**config.mk**
```make
export PLATFORM = sky130hd
export DESIGN_NAME = updown_counter
export DESIGN_NICKNAME = d
export VERILOG_FILES = /design/src/rtl/counter_pkg.sv /design/src/rtl/counter_prescaler.sv /design/src/rtl/updown_counter.sv
export SDC_FILE = /design/constraint.sdc
export NUM_CORES = 1
export LEC_CHECK = 0
export ABC_CLOCK_PERIOD_IN_PS = 2200
export CAP_MARGIN = 30
export CORE_ASPECT_RATIO = 0.75
export CORE_MARGIN = 10
export CORE_UTILIZATION = 44
export DETAILED_ROUTE_END_ITERATION = 8
export PLACE_DENSITY = 0.75
export SLEW_MARGIN = 20
export SYNTH_ARGS = -nofsm -noshare
export SYNTH_HDL_FRONTEND = slang
export SYNTH_SLANG_ARGS = --single-unit
```
**constraint.sdc**
```tcl
create_clock -name clk -period 2.2 [get_ports clk]
set_input_delay 0.44 -clock clk [delete_from_list [all_inputs] [get_ports clk]]
set_output_delay 0.44 -clock clk [all_outputs]
set_load 0.005 [all_outputs]
```
**src/rtl/counter_pkg.sv**
```systemverilog
// Shared definitions for the up/down counter: counting-mode encodings and decode.
package counter_pkg;

    typedef enum logic [1:0] {
        MODE_FREE    = 2'd0,
        MODE_MOD     = 2'd1,
        MODE_ONESHOT = 2'd2
    } mode_e;

    // The reserved encoding 3 behaves exactly like FREE.
    function automatic mode_e mode_decode(input logic [1:0] m);
        case (m)
            2'd1:    return MODE_MOD;
            2'd2:    return MODE_ONESHOT;
            default: return MODE_FREE;
        endcase
    endfunction

endpackage

```
**src/rtl/counter_prescaler.sv**
```systemverilog
// Enable-gated prescaler: one tick every prescale+1 enabled cycles.
module counter_prescaler #(
    parameter int PRESC_W = 4
) (
    input  logic               clk,
    input  logic               reset,
    input  logic               en,
    input  logic               clr,
    input  logic [PRESC_W-1:0] prescale,
    output logic               tick
);
    localparam logic [PRESC_W-1:0] P_ZERO = {PRESC_W{1'b0}};
    localparam logic [PRESC_W-1:0] P_ONE  = {{(PRESC_W-1){1'b0}}, 1'b1};

    logic [PRESC_W-1:0] cnt_r;

    assign tick = en && (cnt_r == prescale);

    // Prescale counter: cleared by load, wraps to zero on each tick.
    always_ff @(posedge clk or posedge reset) begin
        if (reset) begin
            cnt_r <= P_ZERO;
        end else if (clr) begin
            cnt_r <= P_ZERO;
        end else if (tick) begin
            cnt_r <= P_ZERO;
        end else if (en) begin
            cnt_r <= cnt_r + P_ONE;
        end else begin
            cnt_r <= cnt_r;
        end
    end

endmodule

```
**src/rtl/updown_counter.sv**
```systemverilog
// Prescaled up/down counter with free-running, modulo and one-shot modes,
// terminal-count pulse, compare match and load.
module updown_counter
    import counter_pkg::*;
#(
    parameter int WIDTH   = 8,
    parameter int PRESC_W = 4
) (
    input  logic               clk,
    input  logic               reset,
    input  logic               en,
    input  logic [1:0]         mode,
    input  logic               dir,
    input  logic               load,
    input  logic [WIDTH-1:0]   load_val,
    input  logic [WIDTH-1:0]   modulo,
    input  logic [PRESC_W-1:0] prescale,
    input  logic [WIDTH-1:0]   cmp,
    output logic [WIDTH-1:0]   out,
    output logic               tc,
    output logic               match,
    output logic               done
);
    localparam logic [WIDTH-1:0] V_ZERO = {WIDTH{1'b0}};
    localparam logic [WIDTH-1:0] V_ONE  = {{(WIDTH-1){1'b0}}, 1'b1};
    localparam logic [WIDTH-1:0] V_MAX  = {WIDTH{1'b1}};

    logic [WIDTH-1:0] out_r;
    logic             tc_r;
    logic             done_r;
    logic             tick_s;
    mode_e            mode_s;
    logic [WIDTH-1:0] step_s;
    logic [WIDTH-1:0] term_s;
    logic [WIDTH-1:0] next_out_s;
    logic             next_tc_s;
    logic             next_done_s;

    counter_prescaler #(
        .PRESC_W (PRESC_W)
    ) u_prescaler (
        .clk      (clk),
        .reset    (reset),
        .en       (en),
        .clr      (load),
        .prescale (prescale),
        .tick     (tick_s)
    );

    assign mode_s = mode_decode(mode);
    assign step_s = dir ? (out_r + V_ONE) : (out_r - V_ONE);
    assign term_s = dir ? modulo : V_ZERO;

    // Next count, terminal pulse and done flag for a tick in the current mode.
    always_comb begin
        next_out_s  = out_r;
        next_tc_s   = 1'b0;
        next_done_s = done_r;
        case (mode_s)
            MODE_MOD: begin
                if (dir) begin
                    if (out_r >= modulo) begin
                        next_out_s = V_ZERO;
                        next_tc_s  = 1'b1;
                    end else begin
                        next_out_s = step_s;
                    end
                end else begin
                    if ((out_r == V_ZERO) || (out_r > modulo)) begin
                        next_out_s = modulo;
                        next_tc_s  = 1'b1;
                    end else begin
                        next_out_s = step_s;
                    end
                end
            end
            MODE_ONESHOT: begin
                // Once done, the counter is frozen and tc stays quiet.
                if (done_r) begin
                    next_out_s = out_r;
                end else if (out_r == term_s) begin
                    next_done_s = 1'b1;
                    next_tc_s   = 1'b1;
                end else begin
                    next_out_s = step_s;
                end
            end
            default: begin
                next_out_s = step_s;
                next_tc_s  = dir ? (out_r == V_MAX) : (out_r == V_ZERO);
            end
        endcase
    end

    // Count state: load outranks ticks; tc is a single-cycle pulse.
    always_ff @(posedge clk or posedge reset) begin
        if (reset) begin
            out_r  <= V_ZERO;
            tc_r   <= 1'b0;
            done_r <= 1'b0;
        end else if (load) begin
            out_r  <= load_val;
            tc_r   <= 1'b0;
            done_r <= 1'b0;
        end else if (tick_s) begin
            out_r  <= next_out_s;
            tc_r   <= next_tc_s;
            done_r <= next_done_s;
        end else begin
            out_r  <= out_r;
            tc_r   <= 1'b0;
            done_r <= done_r;
        end
    end

    assign out   = out_r;
    assign tc    = tc_r;
    assign done  = done_r;
    assign match = (out_r == cmp);

endmodule

```
# ---- After elaboration in Yosys (flattened, before gate mapping)
# Index checks and enable logic that the tools add are counted.
dict set report word_totals {
  register_bits 14
  latchBits 0
  ram_bits 0
  rom_bits 0
  inputBits 35
  output_inout_bits 11
  wordCells 54
  mem_count 0
}
dict set report op_classes {
  add_sub_neg 3
  multipliers 0
  n_div 0
  order_cmp 2
  eq_ne 10
  shift 0
  mux 27
  n_bitwise 0
  n_reduce_logical 8
}
# op count
set op_table {}
lappend op_table {{two-way mux 8 bit} 9}
lappend op_table {{equality test 8 bit} 2}
lappend op_table {{one-hot mux 8 bit (2 select lines)} 1}
lappend op_table {{two-way mux 1 bit} 12}
lappend op_table {{two-way mux 4 bit} 3}
lappend op_table {{adder 8 x 1 -> 8 bit (second input constant)} 1}
lappend op_table {{equality test 8 bit (second input constant)} 1}
lappend op_table {{>= comparator 8 bit} 1}
lappend op_table {{greater-than comparator 8 bit} 1}
lappend op_table {{zero test 8 bit} 1}
lappend op_table {{subtractor 8 x 1 -> 8 bit (second input constant)} 1}
lappend op_table {{inequality test 3 bit (second input constant)} 2}
lappend op_table {{adder 4 x 1 -> 4 bit (second input constant)} 1}
lappend op_table {{equality test 2 x 1 -> 1 bit (second input constant)} 2}
lappend op_table {{equality test 2 bit (second input constant)} 2}
lappend op_table {{equality test 4 bit} 1}
lappend op_table {{one-hot mux 2 bit (2 select lines)} 1}
lappend op_table {{nonzero test 2 bit} 2}
lappend op_table {{AND reduction 3 bit} 1}
lappend op_table {{nonzero test 3 bit} 1}
lappend op_table {{one-hot mux 1 bit (2 select lines)} 1}
lappend op_table {{AND reduction 2 bit} 1}
lappend op_table {{logical AND 1 bit} 1}
lappend op_table {{logical OR 1 bit} 1}

# ---- Depth between registers and ports, before layout
# Gate-level depths: netlist of the first run.
dict set report logic_depth {
  word_depth 7
  mapped_depth 10
  mapped_depth_nobuf 9
}

# ---- By module
# From an unflattened synthesis of the first run, not the netlist that was laid out.
dict set report unflattened {
  hier_cells 220
  hier_area_um2 1788.0
}
# module n_inst cells_each area_per_inst_um2 seq_area_each_um2
set modules_own_cells {}
lappend modules_own_cells {updown_counter 1 189 1492.7 250.2}
lappend modules_own_cells {counter_prescaler 1 31 295.3 100.1}

# ---- Worst setup path after synthesis of the first run
# Ideal clock, no wire load.
dict set report synth_timing {
  path_kind {reg-to-reg}
  startpoint {register out_r[1], in the netlist out[1]}
  endpoint {register out_r[0], in the netlist out[0]}
  t_arrival_ps 2019
  required_time_ps 2074
  setup_slack_ps 55
  stages_incl_launch_ff 9
  n_path_buf 0
  synth_period_minus_slack_ps 2145
  path_cell_list {dfrtp_1 > ha_1 > nor2b_1 > o211ai_1 > a21oi_1 > o21bai_1 > a21oi_1 > a22o_1 > a221o_1}
}
dict set report synth_via {
  elab_chain_len 7
  word_cells_on_any_way 13
}
# item line
set synth_rtl {}
lappend synth_rtl {{from (decl)} updown_counter.sv:28} ;# logic [WIDTH-1:0] out_r;
lappend synth_rtl {{from (signal assigned)} updown_counter.sv:102} ;# out_r <= load_val;
lappend synth_rtl {{from (signal assigned)} updown_counter.sv:106} ;# out_r <= next_out_s;
lappend synth_rtl {{from (signal assigned)} updown_counter.sv:110} ;# out_r <= out_r;
lappend synth_rtl {{greater-than comparator 8 bit or zero test 8 bit (tied branches)} updown_counter.sv:69} ;# if ((out_r == V_ZERO) || (out_r > modulo)) begin
lappend synth_rtl {{logical OR 1 bit} updown_counter.sv:69}
lappend synth_rtl {{two-way mux 8 bit} updown_counter.sv:69}
lappend synth_rtl {{two-way mux 8 bit} updown_counter.sv:61} ;# if (dir) begin
lappend synth_rtl {{one-hot mux 8 bit (2 select lines)} updown_counter.sv:59} ;# case (mode_s)
lappend synth_rtl {{two-way mux 8 bit} updown_counter.sv:105} ;# end else if (tick_s) begin
lappend synth_rtl {{two-way mux 8 bit} updown_counter.sv:101} ;# end else if (load) begin
# Several ways; a longest one is shown, not always the timed one. The select of a mux whose other input is x is not followed.
# A chain may end at the register's enable or synchronous reset.

# ---- Final worst setup path of the first run
dict set report layout_timing {
  startpoint {input port modulo[1]}
  endpoint {register out_r[0], in the netlist out[0]}
}
dict set report layout_via {
  elab_chain_len 7
  word_cells_on_any_way 13
}
# item line
set layout_rtl {}
lappend layout_rtl {{from (decl)} updown_counter.sv:16} ;# input logic [WIDTH-1:0] modulo,
lappend layout_rtl {{greater-than comparator 8 bit} updown_counter.sv:69}
lappend layout_rtl {{logical OR 1 bit} updown_counter.sv:69}
lappend layout_rtl {{two-way mux 8 bit} updown_counter.sv:69}
lappend layout_rtl {{two-way mux 8 bit} updown_counter.sv:61}
lappend layout_rtl {{one-hot mux 8 bit (2 select lines)} updown_counter.sv:59}
lappend layout_rtl {{two-way mux 8 bit} updown_counter.sv:105}
lappend layout_rtl {{two-way mux 8 bit} updown_counter.sv:101}
# Several ways; a longest one is shown, not always the timed one. The select of a mux whose other input is x is not followed.

==> impl_metrics.sql, run 1 <==
INSERT INTO impl_metrics (metric_group, metric, value, unit) VALUES
('run_status', 'outcome', 'finished clean', ''),
('placement', 'place_congestion', '0.925', ''),
('layout', 'finalNetCount', '347', ''),
('setup_path', 'register_to_register_path_setup_slack', '50', 'ps'),
('sta', 'clock-skew-final', '2.74', 'ps'),
('drt', 'avgRoutedWirePerCell', '17.2', 'um'),
('logic_synthesis', 'ys_warn_count', '0', ''),
('floorplan', 'effective_utilization_at_floorplan', '45.4', '%'),
('sta', 'timing_worst_slew_pin_value', '567', 'ps'),
('drt', 'initialDrtViolationCount', '129', ''),
('setup_path', 'crit-reg2reg-capture', 'out[0]$_DFFE_PP0P_', ''),
('pwr', 'power.sequential.fraction', '25.5', '%'),
('logic_synthesis', 'synth_largest_type_area_fraction', '21.2', '%'),
('floorplan', 'placementRows', '19', ''),
('setup_path', 'worstPathMaxFanout', '8', ''),
('logic_synthesis', 'async_flop_share', '100', '%'),
('pwr', 'total_leakage_power', '1.13', 'nW'),
('layout', 'post_layout_nonfiller_instances', '345', ''),
('layout', 'sequential_cell_area', '355', 'um2'),
('setup_path', 'worstReg2RegStart', 'out[1]$_DFFE_PP0P_', ''),
('drt', 'detail_route.first_pass.iterations', '4', ''),
('global_route', 'grt_pass1_vias', '1981', ''),
('setup_path', 'critical_path.startpoint', 'modulo[1]', ''),
('sta', 'final.min_clock_period', '2170', 'ps'),
('global_route', 'first_pass_grt_wire_length', '9720', 'um'),
('sta', 'setup_tns_after_final_layout', '0', 'ps'),
('drt', 'drc', '0', ''),
('pwr', 'clkPwrFrac', '20.4', '%'),
('global_route', 'use_met3', '4.01', '%'),
('setup_path', 'cp.required', '2340', 'ps'),
('global_route', 'groute.layer.met1.usage', '23.7', '%'),
('pwr', 'irDropWorstVdd', '0.560', 'mV'),
('floorplan', 'die_h', '73.1', 'um'),
('logic_synthesis', 'synth_top_cells_by_area', 'dfrtp_1 21%, ha_1 13%, xnor2_1 9.5%', ''),
('global_route', 'globalRoute.totalOverflow', '0', ''),
('logic_synthesis', 'synth_fp_nets', '256', ''),
('clocking', 'tritoncts_num_sinks', '14', ''),
('floorplan', 'die_footprint', '6630', 'um2'),
('logic_synthesis', 'synth-seq-cells', '14', ''),
('layout', 'layout-area-overhead-vs-synth', '63.3', '%'),
('global_route', 'gr-usage-met2', '28.7', '%'),
('worst_hold_path', 'worst_min_delay_path_category', 'input port to asynchronous set/reset pin', ''),
('sta', 'fmax', '462', 'MHz'),
('global_route', 'grt_use_total', '17.8', '%'),
('clocking', 'cts_made_buffers', '3', ''),
('logic_synthesis', 'post_synth_inst_count', '203', ''),
('logic_synthesis', 'most_used_flip_flop_cell_after_synthesis', 'dfrtp_1', ''),
('sta', 'final_hold_viol_count', '0', ''),
('pwr', 'power.internal', '0.811', 'mW'),
('layout', 'diodes_inserted', '0', ''),
('setup_path', 'crit_type', 'input port to flop', ''),
('logic_synthesis', 'syn_area_per_cell', '8.14', 'um2'),
('pwr', 'power_frac_comb', '54.2', '%'),
('pwr', 'p_sw_share', '35.8', '%'),
('setup_path', 'arrival', '2300', 'ps'),
('logic_synthesis', 'synth_seq_area_share', '21.2', '%'),
('clocking', 'holdBufCountCts', '0', ''),
('drt', 'antenna_left', '0', ''),
('sta', 'worst_slew_margin_rel', '62.2', '%'),
('sta', 'finalMaxSlewViolations', '0', ''),
('placement', 'buffer_ports.inserted', '45', ''),
('pwr', 'switching_power', '0.453', 'mW'),
('logic_synthesis', 'yosys.cell_types.count', '44', ''),
('clocking', 'ctsHtreeMaxLevel', '1', ''),
('drt', 'detailroute.via_count', '1926', ''),
('pwr', 'powerDensity', '468', 'nW/um2'),
('floorplan', 'core-area', '3640', 'um2'),
('clocking', 'tritoncts_clock_tree', 'yes', ''),
('layout', 'layout-drive-gt1-share', '31.1', '%'),
('logic_synthesis', 'synth_edf_count', '0', ''),
('logic_synthesis', 'mappedNetlistArea', '1650', 'um2');
repair_timing:
item / in CTS / in global routing
buffers inserted: 3 / 4
endpoints found under the setup margin: 10 / 7
pin swaps: 13 / 8
resized for setup: 37 / 9
gates cloned: 0 / 0
layout by cell type (no fill, tap or decap), types with 3 or more instances in the layout:
cell / instances
a21oi_1: 12
a21oi_2: 4
a221oi_1: 3
a22oi_1: 3
a31oi_1: 4
buf_4: 48
clkbuf_8: 4
clkdlybuf4s50_1: 35
dfrtp_1: 10
dfrtp_2: 4
dlygate4sd2_1: 10
ha_1: 9
ha_4: 7
inv_1: 13
inv_2: 5
nand2_1: 15
nand2b_1: 5
nand3_1: 5
nand4_1: 8
nor2_1: 10
nor2_2: 4
nor3_1: 6
o21ai_0: 9
o31ai_1: 5
xnor2_1: 18
xor2_1: 6
metrics by stage:
stage | power, mW | hold slack [ps] | instance area, um2 | utilization [%]
global route | 1.34 | 582 | 2700 | 74.2
detailed placement | 0.919 | 539 | 2430 | 66.9
floorplan | 0.628 | 329 | 1650 | -
finish | 1.26 | 540 | 2700 | 74.2
CTS | 1.23 | 555 | 2630 | 72.4
global placement | 0.904 | 544 | 2430 | 66.9
worst min path at each step:
stage	from	cells after the start	slack, ps	endpoint
after floorplan	reset	1	330	done$_DFFE_PP0P_
after global placement	u_prescaler.cnt_r[3]$_DFFE_PP0P_	2	540	u_prescaler.cnt_r[3]$_DFFE_PP0P_
after detailed placement	done$_DFFE_PP0P_	2	540	done$_DFFE_PP0P_
after CTS	reset	2	560	out[2]$_DFFE_PP0P_
after global routing	reset	2	580	u_prescaler.cnt_r[3]$_DFFE_PP0P_
final	reset	2	540	u_prescaler.cnt_r[3]$_DFFE_PP0P_
worst max-delay path, stage by stage:
cell and delay, ps:
dlygate4sd2_1 230, inv_2 50, ha_4 260, nor2b_4 120, o211ai_1 120, a21oi_2 190, o21bai_4 100, a21bo_4 260
a22o_1 210, a221o_1 310
layout make-up:
type                       count  share of cell area, %
clock buffer                   4                   2.04
sequential                    14                   13.2
multi-input combinational    163                   49.9
tap                           52                   2.41
inverter                      18                   2.50
timing repair buffer          94                   30.0
state kept, by name, indices dropped and copies added, names as in the netlist:
signal             flops
out                    8
tc                     1
done                   1
u_prescaler.cnt_r      4
layer usage:
metal,routed length (um),vias to the layer above
met1,2720,907
met5,0,-
met2,2660,89
met4,99,0
li1,-,918
met3,470,12
power groups by stage:
| stage | clock network (mW) | registers [mW] | logic (mW) |
|---|---|---|---|
| final | 0.257 | 0.322 | 0.684 |
| after global routing | 0.267 | 0.323 | 0.750 |
| after CTS | 0.256 | 0.318 | 0.659 |
| after detailed placement | 0 | 0.319 | 0.600 |
| after global placement | 0 | 0.318 | 0.586 |
| after floorplan | 0 | 0.320 | 0.307 |
cell families after synthesis:
logic type | Yosys count | synth area share, %
buf+inv | 26 | 7.42
flops | 14 | 21.2
simple gates | 65 | 21.7
compound gates | 56 | 22.9
xor+xnor | 24 | 12.7
fa+ha+maj | 18 | 14.1
No activity file was read; power rests on OpenSTA's default activity.
==> run 2: changes to the inputs <==
--- a/config.mk
+++ b/config.mk
@@ -11,6 +11,7 @@
 export CORE_MARGIN = 10
 export CORE_UTILIZATION = 44
 export DETAILED_ROUTE_END_ITERATION = 8
+export GPL_ROUTABILITY_DRIVEN = 0
 export PLACE_DENSITY = 0.75
 export SLEW_MARGIN = 20
 export SYNTH_ARGS = -nofsm -noshare
==> run 2 against run 1 <==
- die area unchanged
- clock power about the same
- cell count down 0.87%
- sequential power down 2%
- clock skew about the same
- utilization down 1.7 points
- sequential share of layout area up 0.22 points
- final area down 2.3%
- via count down 3.4%
- total power down 2.5%
- non-clock buffer count down 3
- largest cell class unchanged
==> impl_metrics.sql, run 2 (same netlist as run 1, synthesis figures left out) <==
INSERT INTO impl_metrics (metric_group, metric, value, unit) VALUES
('sta', 'fmax', '468', 'MHz'),
('clocking', 'tritoncts_clock_tree', 'yes', ''),
('placement', 'buffer_ports.inserted', '45', ''),
('sta', 'worst_slew_margin_rel', '64.4', '%'),
('pwr', 'powerDensity', '468', 'nW/um2'),
('pwr', 'post-layout-total-power', '1.23', 'mW'),
('setup_path', 'arrival', '2270', 'ps'),
('sta', 'timing.final.crit_share', '97.2', '%'),
('clocking', 'cts.root.buffer_cell', 'clkbuf_8', ''),
('clocking', 'cts_max_path_buffers', '2', ''),
('layout', 'fillCellCount', '295', ''),
('layout', 'layout-area-overhead-vs-synth', '59.5', '%'),
('sta', 'final.min_clock_period', '2140', 'ps'),
('sta', 'finalMaxSlewViolations', '0', ''),
('floorplan', 'design.portCount', '46', ''),
('pwr', 'switching_power', '0.437', 'mW'),
('placement', 'hpwl', '4510', 'um'),
('floorplan', 'placementRows', '19', ''),
('sta', 'final_hold_viol_count', '0', ''),
('sta', 'timing_worst_slew_pin_value', '533', 'ps'),
('clocking', 'holdBufCountCts', '0', ''),
('drt', 'antenna_left', '0', ''),
('floorplan', 'die_h', '73.1', 'um'),
('clocking', 'ctsHtreeMaxLevel', '1', ''),
('setup_path', 'critPathCaptureType', 'flop', ''),
('sta', 'worst_slack', '62.1', 'ps'),
('drt', 'detailroute.via_count', '1861', ''),
('global_route', 'first_pass_grt_wire_length', '9320', 'um'),
('global_route', 'grt_use_total', '17.2', '%'),
('drt', 'drt_wl_total', '5730', 'um'),
('floorplan', 'die_x', '90.7', 'um'),
('pwr', 'power_frac_comb', '53.6', '%'),
('sta', 'report.final.setup_viol', '0', ''),
('setup_path', 'worstSetupStartpointType', 'flop', ''),
('pwr', 'power.sequential.fraction', '25.7', '%'),
('placement', 'dpl_worst_slack', '-560', 'ps'),
('drt', 'detail_route.first_pass.iterations', '4', ''),
('layout', 'layout_common_cells', '46 x buf_4, 35 x clkdlybuf4s50_1, 18 x xnor2_1', ''),
('drt', 'initialDrtViolationCount', '159', ''),
('drt', 'avgRoutedWirePerCell', '16.8', 'um'),
('pwr', 'total_leakage_power', '1.12', 'nW'),
('setup_path', 'worstPathMaxFanout', '6', ''),
('sta', 'clock-skew-final', '2.87', 'ps'),
('clocking', 'path_clk_slew', '60', 'ps'),
('layout', 'finalNetCount', '344', ''),
('clocking', 'clock_insertion_delay_worst_skew', '250', 'ps'),
('floorplan', 'die_footprint', '6630', 'um2'),
('pwr', 'power.internal', '0.795', 'mW'),
('placement', 'place.detailed.instances', '333', ''),
('pwr', 'p_sw_share', '35.5', '%'),
('pwr', 'irDropWorstVdd', '0.441', 'mV'),
('layout', 'layout-drive-gt1-share', '29.3', '%'),
('floorplan', 'effective_utilization_at_floorplan', '45.4', '%'),
('flow_run', 'max_cap_violations', '0', ''),
('clocking', 'tritoncts_num_sinks', '14', ''),
('clocking', 'cts_made_buffers', '3', ''),
('layout', 'post_layout_nonfiller_instances', '342', ''),
('global_route', 'number_of_antenna_violations_at_the_first_check_in_global_routing', '0', ''),
('layout', 'diodes_inserted', '0', ''),
('run_status', 'outcome', 'finished clean', ''),
('sta', 'finalHoldWorstSlack', '526', 'ps'),
('drt', 'drc', '0', ''),
('pwr', 'clkPwrFrac', '20.7', '%'),
('setup_path', 'crit_type', 'flop to flop', ''),
('global_route', 'grt_max_degree', '15', ''),
('layout', 'largest_register_ffs', '8', ''),
('global_route', 'globalRoute.totalOverflow', '0', ''),
('layout', 'final_common_cell', 'buf_4', ''),
('floorplan', 'core-area', '3640', 'um2'),
('layout', 'fin_util', '72.4', '%'),
('worst_hold_path', 'worst_min_delay_path_category', 'input port to asynchronous set/reset pin', ''),
('global_route', 'grt_pass1_vias', '1820', ''),
('drt', 'drt-vias-per-instance', '5.44', ''),
('setup_path', 'cp.required', '2330', 'ps');
==> run 2: what timing repair did <==
action	CTS	global route
pin swaps	16	5
setup endpoints to repair	10	6
gates resized for setup	36	3
setup buffers	4	1
==> run 2: final cells by class <==
type                       count  area, um2  area share (%)
tap                           52       65.1            2.47
clock buffer                   4       55.1            2.09
timing repair buffer          91        787            29.9
sequential                    14        353            13.4
multi-input combinational    163       1310            49.6
inverter                      18       67.6            2.56
==> run 2: path summary, 6_finish.rpt <==
kind | from | end | slack (ps) | cells after the start
setup / recovery | out[1]$_DFFE_PP0P_ | out[6]$_DFFE_PP0P_ | 60 | 10
hold / removal | reset | u_prescaler.cnt_r[3]$_DFFE_PP0P_ | 530 | 2
setup reg to reg | out[1]$_DFFE_PP0P_ | out[6]$_DFFE_PP0P_ | 60 | 10
hold reg to reg | done$_DFFE_PP0P_ | done$_DFFE_PP0P_ | 560 | 2
max in group asynchronous | reset | out[3]$_DFFE_PP0P_ | 1290 | 2
min in group clk | done$_DFFE_PP0P_ | done$_DFFE_PP0P_ | 560 | 2
==> run 2: power groups by stage <==
stage	combinational (mW)	clock, mW	sequential (mW)
floorplan	0.307	0	0.320
global placement	0.580	0	0.315
detailed placement	0.592	0	0.316
CTS	0.647	0.255	0.315
global route	0.721	0.269	0.319
finish	0.661	0.255	0.317
==> run 2: routing by layer <==
| layer | vias to the layer above | part of all wire (%) | global-route usage [%] |
|---|---|---|---|
| met5 | - | 0 | 0 |
| met1 | 849 | 45 | 23.0 |
| met3 | 17 | 9.3 | 4.42 |
| met4 | 0 | 2.1 | 4.75 |
| met2 | 86 | 43 | 26.7 |
| li1 | 909 | - | - |
==> run 2: metrics by stage <==
stage          setup TNS [ps]  instance area (um2)
6_report                    0                 2640
5_1_grt               -0.0404                 2640
4_1_cts                     0                 2620
3_5_place_dp            -3990                 2420
3_3_place_gp            -3530                 2420
2_1_floorplan               0                 1650
==> run 2: critical path, stage by stage (launching register included) <==
cell      delay [ps]
dfrtp_1          460
ha_1             320
nor2b_1          130
o211ai_1         120
a21oi_2          180
o21bai_4          80
a21bo_4          240
buf_4            140
buf_4            130
a22oi_1          130
a21oi_1           90
